===== config.mk =====
export PLATFORM = sky130hd
export DESIGN_NAME = axis_frame_gen
export DESIGN_NICKNAME = d
export VERILOG_FILES = /design/src/rtl/axis_frame_gen_pkg.sv /design/src/rtl/axis_frame_gen_prbs.sv /design/src/rtl/axis_frame_gen.sv
export SDC_FILE = /design/constraint.sdc
export NUM_CORES = 1
export LEC_CHECK = 0
export BUFFER_PORTS_ARGS = -buffer_cell sky130_fd_sc_hd__buf_2
export CELL_PAD_IN_SITES_DETAIL_PLACEMENT = 1
export CELL_PAD_IN_SITES_GLOBAL_PLACEMENT = 1
export CORE_ASPECT_RATIO = 1.4
export CORE_MARGIN = 2
export CORE_UTILIZATION = 41
export CTS_BUF_LIST = sky130_fd_sc_hd__clkbuf_8 sky130_fd_sc_hd__clkbuf_16
export DETAILED_ROUTE_END_ITERATION = 8
export PLACE_DENSITY = 0.83
export SYNTH_ARGS = -nofsm -noshare
export SYNTH_HDL_FRONTEND = slang
export SYNTH_HIERARCHICAL = 1
export SYNTH_SLANG_ARGS = --single-unit

===== constraint.sdc =====
create_clock -name aclk -period 2.4 [get_ports aclk]
set_input_delay 0.24 -clock aclk [delete_from_list [all_inputs] [get_ports aclk]]
set_output_delay 0.24 -clock aclk [all_outputs]
set_load 0.03 [all_outputs]

===== src/rtl/axis_frame_gen_pkg.sv =====
// Shared types and constants for the AXI-Stream frame generator.
// The PRBS constants are used only when AXIS_FRAME_GEN_PRBS_EN is defined.
package axis_frame_gen_pkg;

    typedef enum logic [1:0] {
        ST_IDLE = 2'd0,
        ST_SEND = 2'd1,
        ST_GAP  = 2'd2
    } fsm_state_t;

    typedef enum logic {
        MODE_COUNTER = 1'b0,
        MODE_PRBS    = 1'b1
    } gen_mode_t;

    // PRBS-31, x^31 + x^28 + 1, Fibonacci form shifting towards the MSB
    localparam int unsigned PRBS_LEN   = 31;
    localparam logic [30:0] PRBS_SEED  = 31'h7FFF_FFFF;
    localparam int unsigned PRBS_TAP_A = 30;
    localparam int unsigned PRBS_TAP_B = 27;

endpackage


===== src/rtl/axis_frame_gen_prbs.sv =====
// PRBS-31 generator that advances WIDTH bits per enabled cycle.
// data[0] is the first bit generated from the current LFSR state.
module axis_frame_gen_prbs
    import axis_frame_gen_pkg::*;
#(
    parameter int unsigned WIDTH = 32
)(
    input  logic             aclk,
    input  logic             areset,
    input  logic             load,
    input  logic             en,
    output logic [WIDTH-1:0] data
);

    logic [PRBS_LEN-1:0] lfsr;
    logic [PRBS_LEN-1:0] lfsr_step;
    logic [PRBS_LEN-1:0] walk;

    // Unroll WIDTH serial shifts to get this beat's bits and the next state
    always_comb begin
        walk = lfsr;
        data = '0;
        for (int unsigned i = 0; i < WIDTH; i++) begin
            data[i] = walk[PRBS_TAP_A] ^ walk[PRBS_TAP_B];
            walk    = {walk[PRBS_LEN-2:0], data[i]};
        end
        lfsr_step = walk;
    end

    // LFSR state: reseeded on load, advanced once per transferred beat
    always_ff @(posedge aclk) begin
        if (areset) begin
            lfsr <= PRBS_SEED;
        end else if (load) begin
            lfsr <= PRBS_SEED;
        end else if (en) begin
            lfsr <= lfsr_step;
        end
    end

endmodule


===== src/rtl/axis_frame_gen.sv =====
// AXI-Stream frame generator: emits runs of fixed-length frames with a
// counter (or, with AXIS_FRAME_GEN_PRBS_EN defined, PRBS-31) payload,
// rotating tdest per frame and inserting programmable idle gaps.
module axis_frame_gen
    import axis_frame_gen_pkg::*;
#(
    parameter int unsigned TDATA_WIDTH = 32,
    parameter int unsigned NUM_CH      = 4,
    parameter int unsigned LEN_WIDTH   = 16,
    parameter int unsigned CNT_WIDTH   = 16,
    localparam int unsigned KEEP_WIDTH = TDATA_WIDTH / 8,
    localparam int unsigned DEST_WIDTH = (NUM_CH > 1) ? $clog2(NUM_CH) : 1
)(
    input  logic                   aclk,
    input  logic                   areset,
    input  logic                   start,
    input  logic                   stop,
    input  logic [LEN_WIDTH-1:0]   frame_len,
    input  logic [CNT_WIDTH-1:0]   num_frames,
    input  logic [CNT_WIDTH-1:0]   gap_cycles,
    input  logic                   mode,
    output logic [TDATA_WIDTH-1:0] m_axis_tdata,
    output logic [KEEP_WIDTH-1:0]  m_axis_tkeep,
    output logic [DEST_WIDTH-1:0]  m_axis_tdest,
    output logic                   m_axis_tlast,
    output logic                   m_axis_tvalid,
    input  logic                   m_axis_tready,
    output logic                   busy,
    output logic                   done,
    output logic [CNT_WIDTH-1:0]   frame_count
);

    fsm_state_t state;
    fsm_state_t state_next;

    logic [LEN_WIDTH-1:0]   len_lat;
    logic [LEN_WIDTH-1:0]   bytes_left;
    logic [CNT_WIDTH-1:0]   num_lat;
    logic [CNT_WIDTH-1:0]   gap_lat;
    logic [CNT_WIDTH-1:0]   gap_cnt;
    logic [CNT_WIDTH-1:0]   frame_count_r;
    logic [7:0]             byte_base;
    logic [7:0]             frame_idx;
    logic [DEST_WIDTH-1:0]  dest_r;
    logic                   stop_pend;
    logic                   done_r;

    logic                   tvalid_int;
    logic                   start_ok;
    logic                   xfer;
    logic                   last_beat;
    logic                   frame_end;
    logic                   quota_hit;
    logic                   stop_eff;
    logic [TDATA_WIDTH-1:0] cnt_data;
    logic [TDATA_WIDTH-1:0] gen_data;
    logic [KEEP_WIDTH-1:0]  last_keep;

    assign start_ok  = (state == ST_IDLE) && start && (frame_len != '0);
    assign xfer      = tvalid_int && m_axis_tready;
    assign last_beat = (bytes_left <= LEN_WIDTH'(KEEP_WIDTH));
    assign frame_end = xfer && last_beat;
    assign stop_eff  = stop_pend || stop;
    assign quota_hit = (num_lat != '0) && ((frame_count_r + CNT_WIDTH'(1)) == num_lat);

`ifdef AXIS_FRAME_GEN_PRBS_EN
    gen_mode_t              mode_lat;
    logic [TDATA_WIDTH-1:0] prbs_data;

    axis_frame_gen_prbs #(
        .WIDTH (TDATA_WIDTH)
    ) u_prbs (
        .aclk   (aclk),
        .areset (areset),
        .load   (start_ok),
        .en     (xfer),
        .data   (prbs_data)
    );

    // Pattern selection is frozen for the whole run
    always_ff @(posedge aclk) begin
        if (areset) begin
            mode_lat <= MODE_COUNTER;
        end else if (start_ok) begin
            mode_lat <= gen_mode_t'(mode);
        end
    end

    assign gen_data = (mode_lat == MODE_PRBS) ? prbs_data : cnt_data;
`else
    logic unused_mode;

    assign unused_mode = mode;
    assign gen_data    = cnt_data;
`endif

    // FSM state register
    always_ff @(posedge aclk) begin
        if (areset) begin
            state <= ST_IDLE;
        end else begin
            state <= state_next;
        end
    end

    // FSM next-state: frames are never cut short, stop is honoured at frame or gap boundaries
    always_comb begin
        state_next = state;
        unique case (state)
            ST_IDLE: begin
                if (start_ok) begin
                    state_next = ST_SEND;
                end
            end
            ST_SEND: begin
                if (frame_end) begin
                    if (quota_hit || stop_eff) begin
                        state_next = ST_IDLE;
                    end else if (gap_lat == '0) begin
                        state_next = ST_SEND;
                    end else begin
                        state_next = ST_GAP;
                    end
                end
            end
            ST_GAP: begin
                if (stop_eff) begin
                    state_next = ST_IDLE;
                end else if (gap_cnt == CNT_WIDTH'(1)) begin
                    state_next = ST_SEND;
                end
            end
            default: state_next = ST_IDLE;
        endcase
    end

    // FSM outputs: stream signals are pure functions of held state, so they stay stable under back-pressure
    always_comb begin
        tvalid_int    = (state == ST_SEND);
        busy          = (state != ST_IDLE);
        m_axis_tvalid = tvalid_int;
        m_axis_tlast  = tvalid_int && last_beat;
        m_axis_tdata  = tvalid_int ? gen_data : '0;
        m_axis_tkeep  = '0;
        if (tvalid_int) begin
            m_axis_tkeep = last_beat ? last_keep : '1;
        end
        m_axis_tdest  = dest_r;
        done          = done_r;
        frame_count   = frame_count_r;
    end

    // Counter payload and final-beat byte mask; bytes_left equals the remainder (or full width) on the last beat
    always_comb begin
        cnt_data  = '0;
        last_keep = '0;
        for (int unsigned i = 0; i < KEEP_WIDTH; i++) begin
            cnt_data[8*i +: 8] = byte_base + 8'(i);
            last_keep[i]       = (bytes_left > LEN_WIDTH'(i));
        end
    end

    // Run configuration, frame/beat tracking, gap timing, stop request and done pulse
    always_ff @(posedge aclk) begin
        if (areset) begin
            len_lat       <= '0;
            bytes_left    <= '0;
            num_lat       <= '0;
            gap_lat       <= '0;
            gap_cnt       <= '0;
            frame_count_r <= '0;
            byte_base     <= '0;
            frame_idx     <= '0;
            dest_r        <= '0;
            stop_pend     <= 1'b0;
            done_r        <= 1'b0;
        end else begin
            done_r <= (state != ST_IDLE) && (state_next == ST_IDLE);

            if ((state == ST_IDLE) || (state_next == ST_IDLE)) begin
                stop_pend <= 1'b0;
            end else if (stop) begin
                stop_pend <= 1'b1;
            end

            if (start_ok) begin
                len_lat       <= frame_len;
                num_lat       <= num_frames;
                gap_lat       <= gap_cycles;
                bytes_left    <= frame_len;
                frame_count_r <= '0;
                byte_base     <= '0;
                frame_idx     <= '0;
                dest_r        <= '0;
            end else if (xfer) begin
                if (last_beat) begin
                    frame_count_r <= frame_count_r + CNT_WIDTH'(1);
                    frame_idx     <= frame_idx + 8'd1;
                    byte_base     <= frame_idx + 8'd1;
                    bytes_left    <= len_lat;
                    gap_cnt       <= gap_lat;
                    dest_r        <= (dest_r == DEST_WIDTH'(NUM_CH - 1)) ? '0
                                                                         : dest_r + DEST_WIDTH'(1);
                end else begin
                    bytes_left <= bytes_left - LEN_WIDTH'(KEEP_WIDTH);
                    byte_base  <= byte_base + 8'(KEEP_WIDTH);
                end
            end else if (state == ST_GAP) begin
                gap_cnt <= gap_cnt - CNT_WIDTH'(1);
            end
        end
    end

endmodule


==> reports/qor.yml <==
clock_network:
  cts-root-buf: "clkbuf_16"
  cts_buffer_depth: 2
  clk_pin_slew_ns: 0.06
  ctsHoldBuffers: 0
  cts_max_level: 4
  clk_latency_ns: 0.42
  cts_tree: "done"
  clock-sinks: 118
  cts_made_buffers: 17
setup_path:
  cpPeakStageDelay_ns: 0.41
  critPathCaptureType: "flip-flop"
  path_max_fanout: 12
  worst_setup_path_start_kind: "flip-flop"
  critPathCapture: "state[0]$_SDFF_PP0_"
  worstRegToRegCells: 8
  crit_chain: "ha_2 > nand3_2 > buf_4 > a2111oi_1 > o21ai_0 > a2111o_1 > nor4_4 > a31oi_1"
  required_ns: 2.68
  rr_endpoint: "state[0]$_SDFF_PP0_"
  cp_data_arrival_time_ns: 2.57
  crit_type: "reg2reg"
  crit_start: "frame_count[1]$_SDFFE_PP0P_"
  slowest_stage: "a2111o_1"
  reg2reg_from: "frame_count[1]$_SDFFE_PP0P_"
  r2r_slack_ns: 0.11
global_route:
  gr-usage-met3_pct: 4.23
  grt_busiest_layer: "met2"
  grt_pass1_wl_um: 33200
  grt_max_degree: 59
  antenna_found_initial: 1
  use_met2_pct: 44.6
  grt_pass1_vias: 6708
  grt-ovfl-total: 0
  grt_usage_pct: 24.7
  grtUsageMet1_pct: 28.9
logic_synthesis:
  synth_seq_cells: 118
  seq_area_frac_synth_pct: 36.5
  synth_edf_count: 0
  syn-num-nets: 941
  synthCells: 876
  synth_cell_types: 62
  async_reset_ff_share_pct: 0
  syn_area_per_cell_um2: 7.38
  syn_area_um2: 6470
  yosys_warnings: 6
  ys.flop_type: "dfxtp_1"
power:
  p_per_area_nw_per_um2: 723
  combPwrFrac_pct: 17.6
  power.switching_uw: 1650
  swShare_pct: 27.9
  p_clk_share_pct: 45.8
  power.internal_uw: 4250
  seqPwrFrac_pct: 36.6
  ir_drop_uv: 359
  static-leakage-power_uw: 0.00327
min_path:
  hold_class: "in2reg"
timing:
  drv_slew: 0
  grt_setup_unrepaired: "yes"
  period_needed_ns: 2.29
  fin_skew_ns: 0.0114
  max_freq_mhz: 436
  fin_ws_ns: 0.108
  maxSlewHeadroom_pct: 57.9
  period_share_pct: 95.5
  hold_slack_ns: 0.0619
  hold_viol: 0
  setup-violations-final: 0
  worst_pin_slew_ns: 0.630
floorplan:
  dieArea_um2: 16800
  start_util_pct: 41.6
  die_h_um: 153
  rows: 54
  ios: 112
  fp.coreArea_um2: 15500
  die_w_um: 110
route:
  ant_nets: 0
  dr.pass1.iters: 4
  wl_per_cell_um: 17.3
  drt_iter0_drc: 305
  vias_per_cell: 5.60
  drc: 0
  dr_total_vias: 6757
  wl_um: 20900
layout:
  regArea_um2: 2370
  finalInstanceArea_um2: 8160
  fin_util_pct: 52.5
  multiInputGateArea_um2: 3880
  drive_above_1_share_pct: 22.6
  nFillCells: 1990
  mostFrequentLayoutCells: "nand2_1, dfxtp_1, buf_2"
  final_common_cell: "nand2_1"
  diodes: 0
  area_growth_pct: 26.2
  layout.nets: 1065
placed_design:
  dp_slack_ns: 0.0383
  placed_area_um2: 7450
  io_buffer_count: 110
  place.gp.congestion: 0.833
  hpwlAfterDp_um: 14400
outcome:
  status: "finished clean"
flow_run:
  cap_violations: 0
-- through the flow --
stage / setup TNS, ns / total power [uW] / std cells
after floorplan: 0 / 2820 / 876
after global placement: 0 / 3150 / 1173
after detailed placement: 0 / 3180 / 1173
after CTS: 0 / 5910 / 1203
after global routing: -0.0390 / 6160 / 1207
final: 0 / 5900 / 1207
-- state kept, by name, summed over array words and instances (netlist names) --
signal,count
gap_lat,16
stop_pend,1
frame_idx,8
num_lat,16
len_lat,16
byte_base,8
m_axis_tdest,2
done,1
state,2
frame_count,16
gap_cnt,16
bytes_left,16
-- timing repair --
| item | CTS | global route |
|---|---|---|
| pin swaps | 0 | 1 |
| setup buffers | 0 | 4 |
| gates resized for setup | 3 | 15 |
| cloned | 0 | 0 |
| setup endpoints to repair | 3 | 12 |
-- synth_stat cells, drive strengths merged, types with 3 or more instances --
cell | number | area share [%]
nand4 | 13 | 1.3
nand2b | 6 | 0.58
inv | 9 | 0.52
o31ai | 5 | 0.66
or3 | 10 | 0.97
xnor2 | 29 | 3.9
and2 | 10 | 0.97
nand3b | 3 | 0.35
nor3b | 3 | 0.35
buf | 18 | 1.4
a211oi | 6 | 0.70
a31o | 3 | 0.41
or4 | 3 | 0.35
nand3 | 25 | 2.0
o21ai | 46 | 3.6
nor2b | 4 | 0.39
o21a | 3 | 0.35
nor2 | 91 | 5.3
a31oi | 16 | 1.5
a21o | 5 | 0.58
o211ai | 7 | 0.81
a41oi | 3 | 0.41
nand2 | 184 | 11
ha | 11 | 2.1
xor2 | 33 | 4.5
dfxtp | 118 | 37
nor4 | 21 | 2.1
and3 | 7 | 0.68
nor3 | 17 | 1.6
o32ai | 3 | 0.41
a22oi | 9 | 1.0
clkbuf | 43 | 2.5
nand4b | 3 | 0.41
a21oi | 85 | 6.6
-- power by group through the flow --
stage / logic [uW] / clock network, uW / registers [uW]
final: 1040 / 2700 / 2160
after global routing: 1150 / 2830 / 2180
after CTS: 1010 / 2740 / 2150
after detailed placement: 988 / 0 / 2190
after global placement: 961 / 0 / 2190
after floorplan: 659 / 0 / 2170
-- how the worst min path moves through the flow --
stage                                         from                        to  slack, ns  cells past startpoint
after global placement     len_lat[6]$_SDFFE_PP0P_   len_lat[6]$_SDFFE_PP0P_       0.44                      2
after floorplan                             areset   len_lat[1]$_SDFFE_PP0P_       0.32                      1
final                                gap_cycles[4]   gap_lat[4]$_SDFFE_PP0P_       0.06                      3
after global routing                 gap_cycles[4]   gap_lat[4]$_SDFFE_PP0P_       0.06                      3
after detailed placement  len_lat[14]$_SDFFE_PP0P_  len_lat[14]$_SDFFE_PP0P_       0.44                      2
after CTS                            gap_cycles[4]   gap_lat[4]$_SDFFE_PP0P_       0.05                      3
-- cells by family (layout without fill, tap and decap cells) --
family	count (synthesis)	in the layout	synth area share, %
AOI/OAI and AO/OA	207	207	19.2
xor gates and xnor gates	62	62	8.39
adders and majority gates	11	11	2.13
buffers and inverters	70	205	4.45
DFF	118	118	36.5
muxes	1	1	0.174
and+or+nand+nor	407	407	29.1
-- per-layer routing --
metal | routed length, um | up-vias
li1 | - | 3300
met4 | 441 | 2
met2 | 11100 | 153
met1 | 8590 | 3268
met3 | 748 | 34
met5 | 13 | -
-- worst max-delay path: cells and delay by family, from the launching register on --
family | cells | cell delay [ns]
adder cells (fa/ha/maj) | 1 | 0.25
AND/OR/NAND/NOR | 2 | 0.43
buffers and inverters | 1 | 0.20
flip-flops | 1 | 0.38
AO/OA/AOI/OAI | 4 | 0.90
-- layout make-up --
type	count	area share, %
multi-input cells	688	47.6
flip-flops and latches	118	29.1
repair buffers	166	12.4
clock buffers	20	5.72
well taps	196	3.00
clock inverters	10	1.89
inverters	9	0.414
Power figures use the tool's default switching activity.
